$ cat src/rtl/cordic_prenorm.sv
// Left-shift pre-normaliser for the CORDIC sqrt path: shifts a positive operand left by 2 bits per cycle into [2^17, 2^19).
// Optional 4-bit fast step when CORDIC_PRENORM_FAST_EN is defined (results unchanged, latency shorter).
module cordic_prenorm #(
  parameter int WIDTH = 20,
  parameter int CNT_W = 5
) (
  input  logic             clk,
  input  logic             rst_n,
  input  logic             start,
  input  logic [WIDTH-1:0] din,
  output logic             busy,
  output logic             done,
  output logic [WIDTH-1:0] dout,
  output logic [CNT_W-1:0] shift_cnt,
  output logic             zero,
  output logic             err
);

  typedef enum logic {S_IDLE, S_CHK} state_t;

  state_t           r_state;
  state_t           w_state_nxt;
  logic [WIDTH-1:0] r_reg;
  logic [CNT_W-1:0] r_cnt;
  logic [WIDTH-1:0] r_dout;
  logic [CNT_W-1:0] r_shift_cnt;
  logic             r_done;
  logic             r_zero;
  logic             r_err;

  logic w_accept;
  logic w_neg;
  logic w_is_zero;
  logic w_norm;
  logic w_fin;

  // A start seen during the done cycle is dropped; the next edge may accept it.
  assign w_accept  = (r_state == S_IDLE) && start && !r_done;
  assign w_neg     = r_reg[WIDTH-1];
  assign w_is_zero = (r_reg == '0);
  assign w_norm    = r_reg[WIDTH-2] | r_reg[WIDTH-3];
  assign w_fin     = w_neg | w_is_zero | w_norm;

`ifdef CORDIC_PRENORM_FAST_EN
  logic w_fast;
  // Four leading magnitude bits clear means two 2-bit steps could not finish: take them at once.
  assign w_fast = (r_reg[WIDTH-2:WIDTH-5] == '0) && !w_is_zero;
`endif

  always_ff @(posedge clk or negedge rst_n) begin
    if (!rst_n) begin
      r_state <= S_IDLE;
    end else begin
      r_state <= w_state_nxt;
    end
  end

  always_comb begin
    w_state_nxt = r_state;
    case (r_state)
      S_IDLE:  if (w_accept) w_state_nxt = S_CHK;
      S_CHK:   if (w_fin)    w_state_nxt = S_IDLE;
      default: w_state_nxt = S_IDLE;
    endcase
  end

  always_comb begin
    busy = (r_state == S_CHK);
  end

  always_ff @(posedge clk or negedge rst_n) begin
    if (!rst_n) begin
      r_reg       <= '0;
      r_cnt       <= '0;
      r_dout      <= '0;
      r_shift_cnt <= '0;
      r_done      <= 1'b0;
      r_zero      <= 1'b0;
      r_err       <= 1'b0;
    end else begin
      r_done <= 1'b0;
      if (w_accept) begin
        r_reg  <= din;
        r_cnt  <= '0;
        r_zero <= 1'b0;
        r_err  <= 1'b0;
      end else if (r_state == S_CHK) begin
        if (w_neg) begin
          r_err       <= 1'b1;
          r_dout      <= r_reg;
          r_shift_cnt <= '0;
          r_done      <= 1'b1;
        end else if (w_is_zero) begin
          r_zero      <= 1'b1;
          r_dout      <= '0;
          r_shift_cnt <= '0;
          r_done      <= 1'b1;
        end else if (w_norm) begin
          r_dout      <= r_reg;
          r_shift_cnt <= r_cnt;
          r_done      <= 1'b1;
`ifdef CORDIC_PRENORM_FAST_EN
        end else if (w_fast) begin
          r_reg <= r_reg << 4;
          r_cnt <= r_cnt + CNT_W'(4);
`endif
        end else begin
          r_reg <= r_reg << 2;
          r_cnt <= r_cnt + CNT_W'(2);
        end
      end
    end
  end

  assign done      = r_done;
  assign dout      = r_dout;
  assign shift_cnt = r_shift_cnt;
  assign zero      = r_zero;
  assign err       = r_err;

endmodule
$ cat config.mk
export PLATFORM = sky130hd
export DESIGN_NAME = cordic_prenorm
export DESIGN_NICKNAME = d
export VERILOG_FILES = /design/src/rtl/cordic_prenorm.sv
export SDC_FILE = /design/constraint.sdc
export NUM_CORES = 1
export LEC_CHECK = 0
export BUFFER_PORTS_ARGS = -buffer_cell sky130_fd_sc_hd__buf_2
export CAP_MARGIN = 15
export CORE_ASPECT_RATIO = 1.4
export CORE_UTILIZATION = 54
export DETAILED_ROUTE_END_ITERATION = 16
export PLACE_DENSITY = 0.79
export SYNTH_ARGS = -nofsm -noshare
export SYNTH_HDL_FRONTEND = slang
export SYNTH_SLANG_ARGS = --single-unit
$ cat constraint.sdc
create_clock -name clk -period 2.2 [get_ports clk]
set_input_delay 0.22 -clock clk [delete_from_list [all_inputs] [get_ports clk]]
set_output_delay 0.22 -clock clk [all_outputs]
set_load 0.05 [all_outputs]
# [After elaboration in Yosys (flattened, before gate mapping)]
# Cells that the tools add are included.
# W data, S select, Z words.
[totals] regBits=54 input_bits=23 wordCells=61
[op_classes] add_sub_neg=1 n_eq_ne=3 muxes=31 bitwise=5 reduce_logical=12
[op_table] cell="$mux W20" count=8
[op_table] cell="$mux W5" count=8
[op_table] cell="$logic_not A20 Y1" count=1
[op_table] cell="$mux W1" count=14
[op_table] cell="$reduce_and A3 Y1" count=2
[op_table] cell="$reduce_bool A2 Y1" count=3
[op_table] cell="$add A5 B2 Y5 const B" count=1
[op_table] cell="$ne A2 B2 Y1 const B" count=2
[op_table] cell="$reduce_and A4 Y1" count=1
[op_table] cell="$or A1 B1 Y1" count=3
[op_table] cell="$reduce_bool A3 Y1" count=1
[op_table] cell="$logic_and A1 B1 Y1" count=2
[op_table] cell="$ne A2 B1 Y1 const B" count=1
[op_table] cell="$not A1 Y1" count=2
[op_table] cell="$pmux W1 S2" count=1
[op_table] cell="$reduce_and A2 Y1" count=1
[op_table] cell="$logic_not A1 Y1" count=1

# [Depth between registers and ports, before layout]
[depth] depth_word=6 depth_mapped=6

# [Worst setup path before layout]
# OpenSTA, ideal clock, no wires.
[synth_timing] kind="reg2reg" startpoint="reg r_state, in the netlist busy" endpoint="reg r_cnt[2]" setup_ns=0.131 t_arrival_ns=1.604 t_required_ns=2.069 path_slack_ns=0.465 stages_incl_launch_ff=6 synth_period_minus_slack_ns=1.735 path_cell_list="dfrtp_1 or4b_1 buf_2 a21oi_2 buf_6 o21ai_0"
[synth_between] elab_chain_cells=5
[synth_rtl] item="start, declared" line="21" source="state_t r_state;"
[synth_rtl] item="start signal, assigned" line="54" source="r_state <= w_state_nxt;"
[synth_rtl] item="$not A1 Y1"
[synth_rtl] item="$logic_and A1 B1 Y1 (2 in series)" line="38" source="assign w_accept = (r_state == S_IDLE) && start && !r_done;"
[synth_rtl] item="$ne A2 B2 Y1 (no source line), or another cell as far along"
[synth_rtl] item="$reduce_and A4 Y1 (no source line)"
[synth_rtl] item="end signal, assigned" line="109" source="r_cnt <= r_cnt + CNT_W'(2);"
[synth_rtl] item="end, declared" line="24" source="logic [CNT_W-1:0] r_cnt;"
# Several ways; a longest one is shown, not always the timed one.
# A chain may end at the register's enable or synchronous reset.

# [Final worst setup path]
[layout_timing] startpoint="reg r_state, in the netlist busy" endpoint="reg r_cnt[1]"
# The elaborated chain is that of the path after synthesis.

==> flow_summary.toml <==
[floorplanning]
chipWidth_um = 60.1
fp.dieH_um = 83.3
start_util = 0.562
rows = 29
core_um2 = 4540
ios = 52
die_area_um2 = 5000

[grt]
grt_pass1_wl_mm = 10.2
antenna_found_initial = 0
grt_pass1_vias = 2157
grt_max_degree = 40
grt.total_usage = 0.272
grt.overflow.total = 0

[worst_setup_path]
cp.arrival_ns = 2.13
crit_required_ns = 2.38
cpPeakStageDelay_ns = 0.44
worstPathCellList = "buf_4 > nor4b_2 > buf_4 > nor2_1 > a21oi_1 > mux2i_1"
cp_max_fo = 29
crit_type = "reg -> reg"
crit_path_end_kind = "flop"
start_kind = "flop"
crit_path_top_delay_cell = "dfrtp_1"
crit_top_cell = "buf_4"
critPathBufInv = 2
cp_top_family = "buffers and inverters"

[pwr]
swShare = 0.509
p_leak_nw = 1.36
p_clk_frac = 0.112
p_comb_frac = 0.514
switching_power_mw = 2.47
p_total_mw = 4.85
p_int_mw = 2.38
power_density_nw_per_um2 = 1640
seqPwrFrac = 0.375
max-vdd-ir-drop_uv = 848

[detailed_routing]
met1Wirelength_mm = 2.62
num_vias = 2196
dr.pass1.iters = 4
dr_wl_met2_mm = 3.12
drt_iter0_markers = 152
top_layer_used = "met4"
routed_wl_mm = 6.18
wl_per_cell_um = 16.1
route.detailed.drc = 0
viasPerCell = 5.72
met3_length_um = 273
ant_nets = 0

[placement]
post-place-ws_ns = 0.320
gp_congestion = 0.883
dpl.hpwl_mm = 4.42
dpl_cell_area_um2 = 2870
portBuffers = 51

[synthesis]
yosysWarnings = 0
synth_top_area_cell = "dfrtp_1"
postSynthAreaPerCell_um2 = 9.37
seq_area_frac_synth = 0.520
syn-num-nets = 296
netlist_area_um2 = 2550
yosysTopAreaCellShare = 0.520
yosysUniqueCellTypes = 34
synthTopCellsByArea = "dfrtp_1 (52%), nand2_1 (7.7%), o21ai_0 (7.5%)"
ys_ff_latch = 53
postSynthCellCount = 272

[run]
max_cap_violations = 0

[finish]
drive_above_1_share = 0.242
layout_common_cells = "dfrtp_1 (53), nand2_1 (52), buf_2 (51)"
nets = 345
stdcell_area_um2 = 2960
final_common_cell = "dfrtp_1"
n_antenna_cell = 0
areaGrowthSynthToFinish_pct = 15.9

[clocking]
cts_sinks = 53
cts_resized = 0
post_cts_buffers = 0
cts_buffers = 5
cts_tree = "done"
clk_pin_slew_worst_paths_ns = 0.09
clock_path_buffers = 2
htreeDepth = 2
root_buffer = "clkbuf_8"
cts_hold_buf = 0
clk_latency_ns = 0.31

[timing]
finalCritPeriodShare = 0.885
setup_tns_ns = 0
layout_min_cycle_time_ns = 1.95
finalHoldViolations = 0
setup_viol = 0
clock_skew_ns = 0.00904
rsz0062_at_grt = "false"
max_freq_mhz = 513
worstMarginPinSlew_ns = 0.862
postLayoutSetupSlackWorst_ns = 0.252
slew_headroom = 0.426
slew_viol_final = 0

[outcome]
status = "completed"

[min_path]
hold_class = "in -> async"
## through the flow
stage / instances / utilization / hold slack (ns)
3_3_place_gp: 376 / 0.633 / 0.380
6_report: 384 / 0.652 / 0.0116
5_1_grt: 384 / 0.652 / 0.0668
4_1_cts: 384 / 0.652 / 0.0358
3_5_place_dp: 376 / 0.633 / 0.374
2_1_floorplan: 272 / - / -0.0756
## area by class of cell
class / count / area [µm²]
fill: 392 / 1580
sequential: 53 / 1330
multi-input combinational: 197 / 1120
timing repair buffer: 63 / 345
tap: 62 / 77.6
clock buffer: 6 / 72.6
clock inverter: 2 / 10.0
inverter: 1 / 3.75
## final timing paths
path / start / endpoint / slack, ns / depth (start not counted)
worst max register to register: busy / r_cnt[1] / 0.25 / 6
worst min register to register: r_cnt[4] / r_cnt[4] / 0.50 / 1
max in group asynchronous: rst_n / r_reg[4] / 1.53 / 2
min in group clk: din[0] / r_reg[0] / 0.10 / 3
worst max-delay path: busy / r_cnt[1] / 0.25 / 6
worst min-delay path: rst_n / dout[7] / 0.01 / 1
## cell usage after synthesis, drive strengths merged
| cell type | instances |
|---|---|
| or3 | 2 |
| a2111o | 1 |
| a22oi | 11 |
| mux2i | 7 |
| o21ai | 41 |
| a21boi | 1 |
| and3 | 1 |
| nor4b | 1 |
| nand3 | 4 |
| o211ai | 2 |
| o2111ai | 1 |
| nor2 | 11 |
| or3b | 1 |
| a21oi | 7 |
| and2 | 1 |
| dfrtp | 53 |
| nand2 | 52 |
| buf | 11 |
| nor4 | 2 |
| or4 | 1 |
| nor2b | 21 |
| a31oi | 22 |
| clkbuf | 10 |
| inv | 1 |
| ha | 1 |
| or2 | 1 |
| nor3 | 2 |
| nor3b | 2 |
| or4b | 1 |
## per-layer routing
layer | vias to the layer above | track usage
li1 | 1056 | -
met1 | 1053 | 0.367
met2 | 72 | 0.419
met3 | 15 | 0.0545
met4 | 0 | 0.114
met5 | - | 0
## power groups by stage
| stage | Clock [mW] | Sequential, mW | Combinational [mW] |
|---|---|---|---|
| after floorplan | 0 | 2.52 | 1.08 |
| after global placement | 0 | 1.80 | 2.44 |
| after detailed placement | 0 | 1.83 | 2.49 |
| after CTS | 0.544 | 1.81 | 2.50 |
| after global routing | 0.586 | 1.87 | 2.71 |
| final | 0.542 | 1.82 | 2.49 |
## cells by family after synthesis
logic type                 share of synthesized area
DFF                                            0.520
adders and majority gates                    0.00491
muxes                                         0.0275
AOI/OAI and AO/OA                              0.199
buffers and inverters                         0.0451
and+or+nand+nor                                0.204
## worst register-to-register path, stage by stage (launching register included)
cell,delay [ns]
dfrtp_1,0.44
buf_4,0.34
nor4b_2,0.26
buf_4,0.28
nor2_1,0.08
a21oi_1,0.28
mux2i_1,0.14
(Power assumes the default switching activity.)
